[src/rtl/toggle_reg_bank.sv]
// WIDTH-bit control/status flop bank with masked invert/load, rotate-left,
// a value-change flag and a saturating count of effective invert operations.
module toggle_reg_bank #(
  parameter int                WIDTH     = 8,
  parameter logic [WIDTH-1:0]  INIT      = '0,
  parameter int                CNT_WIDTH = 8
) (
  input  logic                 CLK,
  input  logic                 RESET,
  input  logic                 en,
  input  logic [1:0]           mode,
  input  logic [WIDTH-1:0]     mask,
  input  logic [WIDTH-1:0]     load_data,
  input  logic                 cnt_clr,
  output logic [WIDTH-1:0]     O,
  output logic                 changed,
  output logic [CNT_WIDTH-1:0] toggle_count,
  output logic                 count_sat
);

  localparam logic [CNT_WIDTH-1:0] CNT_MAX = {CNT_WIDTH{1'b1}};

  typedef enum logic [1:0] {
    MODE_HOLD   = 2'b00,
    MODE_INVERT = 2'b01,
    MODE_LOAD   = 2'b10,
    MODE_ROTATE = 2'b11
  } mode_t;

  logic [WIDTH-1:0]     r_o;
  logic                 r_changed;
  logic [CNT_WIDTH-1:0] r_cnt;
  logic                 r_sat;

  logic [WIDTH-1:0]     w_rot;
  logic [WIDTH-1:0]     w_o_next;
  logic                 w_inc;
  logic [CNT_WIDTH-1:0] w_cnt_next;

  // A single-bit bank has nothing to rotate into; it simply holds.
  generate
    if (WIDTH == 1) begin : g_rot_w1
      assign w_rot = r_o;
    end else begin : g_rot_wn
      assign w_rot = {r_o[WIDTH-2:0], r_o[WIDTH-1]};
    end
  endgenerate

  always_comb begin
    w_o_next = r_o;
    if (en) begin
      case (mode_t'(mode))
        MODE_HOLD:   w_o_next = r_o;
        MODE_INVERT: w_o_next = r_o ^ mask;
        MODE_LOAD:   w_o_next = (r_o & ~mask) | (load_data & mask);
        MODE_ROTATE: w_o_next = w_rot;
        default:     w_o_next = r_o;
      endcase
    end
  end

  // Only an invert that actually flips at least one bit counts as an event.
  assign w_inc = en && (mode_t'(mode) == MODE_INVERT) && (|mask);

  always_comb begin
    w_cnt_next = r_cnt;
    if (cnt_clr) begin
      w_cnt_next = '0;
    end else if (w_inc && (r_cnt != CNT_MAX)) begin
      w_cnt_next = r_cnt + CNT_WIDTH'(1);
    end
  end

  always_ff @(posedge CLK) begin
    if (RESET) begin
      r_o       <= INIT;
      r_changed <= 1'b0;
      r_cnt     <= '0;
      r_sat     <= 1'b0;
    end else begin
      r_o       <= w_o_next;
      r_changed <= (w_o_next != r_o);
      r_cnt     <= w_cnt_next;
      r_sat     <= (w_cnt_next == CNT_MAX);
    end
  end

  assign O            = r_o;
  assign changed      = r_changed;
  assign toggle_count = r_cnt;
  assign count_sat    = r_sat;

endmodule

[config.mk]
export PLATFORM = sky130hd
export DESIGN_NAME = toggle_reg_bank
export DESIGN_NICKNAME = d
export VERILOG_FILES = /design/src/rtl/toggle_reg_bank.sv
export SDC_FILE = /design/constraint.sdc
export NUM_CORES = 1
export LEC_CHECK = 0
export ABC_AREA = 1
export CORE_MARGIN = 3
export CORE_UTILIZATION = 45
export DETAILED_ROUTE_END_ITERATION = 8
export HOLD_SLACK_MARGIN = 0.12
export PLACE_DENSITY = 0.76
export SYNTH_ARGS = -nofsm -noshare
export SYNTH_HDL_FRONTEND = slang
export SYNTH_SLANG_ARGS = --single-unit
[constraint.sdc]
create_clock -name CLK -period 3.03 [get_ports CLK]
set_input_delay 0.7575 -clock CLK [delete_from_list [all_inputs] [get_ports CLK]]
set_output_delay 0.7575 -clock CLK [all_outputs]
set_load 0.005 [all_outputs]
---- Word-level counts from Yosys, hierarchy flattened ----
Index checks and enable logic that the tools add are counted.
storage, ports and cells
  bits in registers ....................... 18
  output and inout bits ................... 18
  word-level logic and storage cells ...... 25
cells by class
  add/sub/neg operators ................... 1
  equality and inequality tests ........... 6
  muxes and demuxes ....................... 4
  bitwise gates (word level) .............. 5
  reductions and logical operators ........ 5
operators with widths
  kind                                                  count
  case mux 8 bit (4 select lines)                       1
  two-way mux 8 bit                                     3
  bitwise AND 8 bit                                     2
  adder 8 x 1 -> 8 bit (second input constant)          1
  equality test 8 bit (second input constant)           1
  inequality test 8 bit                                 1
  inequality test 8 bit (second input constant)         1
  NOT 8 bit                                             1
  bitwise OR 8 bit                                      1
  OR reduction 8 bit                                    1
  bitwise XOR 8 bit                                     1
  equality test 2 bit (second input constant)           2
  logical AND 1 bit                                     3
  equality test 2 x 1 -> 1 bit (second input constant)  1
  logical NOT 2 bit                                     1

---- Longest topological paths before layout ----
  word-level depth ........................ 7
  mapped depth ............................ 11
  depth with buffers taken out ............ 11

---- Least setup slack after synthesis ----
OpenSTA, ideal clock, no wires.
  path type ............................... input to register
  start ................................... in mode[0]
  end ..................................... reg r_changed, in the netlist changed
  library setup time ...................... 0.128 ns
  arrival time ............................ 1.646 ns
  required time ........................... 2.902 ns
  path slack .............................. 1.256 ns
  stages on the path ...................... 9
  path buffers ............................ 1
  path through ............................ o21ai_2 inv_1 buf_2 nand3_1 nand2_1 nor2_1 nand2_1 nor2_1 nor2_1
between the ends
  word-level cells in the longest chain between the ends .. 4
RTL lines
  item                                               RTL line  source
  from (decl)                                        11        input logic [1:0] mode,
  equality test 2 bit, or another cell as far along  52        case (mode_t'(mode))
  case mux 8 bit (4 select lines) (*)                52
  two-way mux 8 bit (*)                              51        if (en) begin
  inequality test 8 bit (*)                          82        r_changed <= (w_o_next != r_o);
  to (signal assigned)                               82
  to (decl)                                          31        logic r_changed;
Mark *: on every way between the ends. The rest lies on a longest branch, timed or not.
A chain may end at the register's enable or synchronous reset.

---- Worst setup path after layout ----
  start ................................... in mode[1]
  end ..................................... reg r_changed, in the netlist changed
Same word-level chain as after synthesis.

==> run summary <==
Syn nets: 282
Core ar.: 2880 um^2
Final max-slew violation count: 0
Pwr Total: 574 uW
Endpoints failing hold: 0
Fill count: 288
# setup viols final: 0
Setup slack after layout: 0.759 ns
CTS Buffer Depth: 2
CTS tree: yes
Gate Count Post-Synth: 259
CTS Buf Count: 3
Pre-CTS setup slack: 0.436 ns
WP data arrival: 2.48 ns
Die width: 62.2 um
Most frequent cells in the layout: nand2_1 (87), nor2_1 (49), clkdlybuf4s50_1 (39)
Root Driver: clkbuf_4
Clock power frac: 26.6%
Max Clock Skew: 0.0102 ns
Cell depth of the worst flop-to-flop path: 10
RSZ-0062 raised after global routing: false
Pin count of the biggest net entering global routing: 21
Maximum VDD drop: 0.288 mV
Maxcap violations: 0
First-pass GRT wire length: 6.22 mm
I/O Buffers: 39
Part of the power in combinational logic: 28.3%
Antenna Violating Nets Remaining: 0
# diodes: 0
Accumulated negative setup slack: 0 ns
DR vias: 1688
Share of layout cells above drive strength 1: 4.65%
Switch share: 30.8%
Num rows: 19
Yosys synthesis warning count: 0
Avg Inst Size Synth: 5.48 um^2
Internal power: 397 uW
GRT overflow: 0
Post-CTS setup buffer count: 0
Sequential-to-total area share from yosys stat: 25.4%
Inst Count DP: 339
Critical Path Fanout Max: 20
Setup CP Type: input port to register
Cts repair resizes: 0
Sequential cell area: 360 um^2
Leakage power: 0.864 nW
Routability congestion estimate: 0.856
Non-Filler Instances: 343
Vias in the first global route: 1393
F_max: 440 MHz
Post-layout minimum cycle time: 2.27 ns
Clock net sink count: 18
Worst EP required: 3.24 ns
Mapped cell area: 1420 um^2
Cell variety after synth: 22
Most common cell after layout, fill and taps aside: nand2_1
Max-slew headroom: 65.5%
Hold Crit Class: register to register
Wire per inst: 10.9 um
Sequential share of power: 45.0%
Initial Utilization: 49.3%
Die Ht: 62.2 um
Worst-Margin Slew: 0.517 ns
Clk_lat worst skew: 0.30 ns
Clk slew on worst S/H paths: 0.11 ns
PwrDens: 301 nW/um^2
Via-per-instance ratio: 4.92
Die area: 3860 um^2
Antenna violations before repair: 0
R2r setup slk: 1.28 ns
Global Route Usage Sum: 19.0%
Status: complete, no violations
DR pass1 iterations: 4
Crit. End Element: register
Multi-input gate area: 921 um^2
DP HPWL: 2.93 mm
Io pins: 40
Layout net count: 325
Flop and latch count out of synthesis: 18
Sw Pwr: 176 uW
Hold-fix buffers, CTS: 0
Startpoint Class: input port
H-tree levels: 1
Area Growth Syn to Fin: 34.4%
DRC Markers: 0
1st-iter DRT viols: 101
Hold Crit Depth: 4
Final Cycle Share: 74.9%
Drt total wl: 3.74 mm
[cell families after synthesis]
| logic type | Yosys count | synth area share, % |
|---|---|---|
| xor gates and xnor gates | 4 | 2.47 |
| buffers and inverters | 36 | 9.70 |
| adders and majority gates | 1 | 0.882 |
| AOI/OAI and AO/OA | 18 | 6.79 |
| and+or+nand+nor | 182 | 54.8 |
| DFF | 18 | 25.4 |
[metrics by stage]
stage | hold slack [ns] | util [%] | cell area [um^2]
floorplan | 0.554 | - | 1420
global placement | 0.589 | 65.0 | 1870
detailed placement | 0.592 | 65.0 | 1870
CTS | 0.611 | 66.3 | 1910
global route | 0.642 | 66.3 | 1910
finish | 0.606 | 66.3 | 1910
[metal layers]
metal,global-route usage [%],vias to the layer above,wire length (um)
li1,-,905,-
met1,27.2,724,1830
met2,29.7,57,1610
met3,4.50,2,289
met4,2.49,0,10
met5,0,-,0
[critical path, cell delays in order]
cell             delay (ns)
clkdlybuf4s50_1        0.50
o21ai_2                0.35
inv_1                  0.34
nand3_1                0.18
nand2_1                0.06
nor2_1                 0.09
nand2_1                0.06
nor2_1                 0.09
nor2_1                 0.04
[cell type report]
class,instances,share of cell area [%]
inverters,31,6.10
well taps,42,2.76
repair buffers,43,22.0
multi-input cells,205,48.3
clock buffers,4,1.90
flip-flops and latches,18,18.9
[flip-flops by register name (all words and copies together) (netlist names)]
name,flops
O,8
toggle_count,8
changed,1
count_sat,1
[cell usage after synthesis]
library cell  number  area, um^2
nand2_1           87         327
nor2_1            49         184
inv_1             31         116
nand3_1           28         140
dfxtp_1           18         360
o21ai_0           12        60.1
nand4_1            9        56.3
a21oi_1            4        20.0
nor3_1             3        15.0
buf_2              2        10.0
clkbuf_1           2        7.51
nand3_2            2        20.0
xnor2_1            2        17.5
xor2_1             2        17.5
buf_1              1        3.75
ha_1               1        12.5
nand2_2            1        6.26
nand3b_1           1        7.51
nor2_4             1        11.3
nor3_2             1        10.0
o21a_1             1        7.51
o21ai_2            1        8.76
[power groups by stage]
stage               logic (mW)  clock network [mW]  registers (mW)
finish                   0.163               0.153           0.258
global route             0.184               0.167           0.260
CTS                      0.163               0.155           0.258
detailed placement       0.161                   0           0.264
global placement         0.161                   0           0.264
floorplan               0.0879                   0           0.262
[path summary, 6_finish.rpt]
| path | startpoint | end |
|---|---|---|
| hold / removal | toggle_count[6]$_SDFF_PP0_ | toggle_count[6]$_SDFF_PP0_ |
| hold reg to reg | toggle_count[6]$_SDFF_PP0_ | toggle_count[6]$_SDFF_PP0_ |
| setup / recovery | mode[1] | changed$_SDFF_PP0_ |
| setup reg to reg | toggle_count[0]$_SDFF_PP0_ | count_sat$_SDFF_PP0_ |
Note: power is estimated with default switching activity, not from simulation.
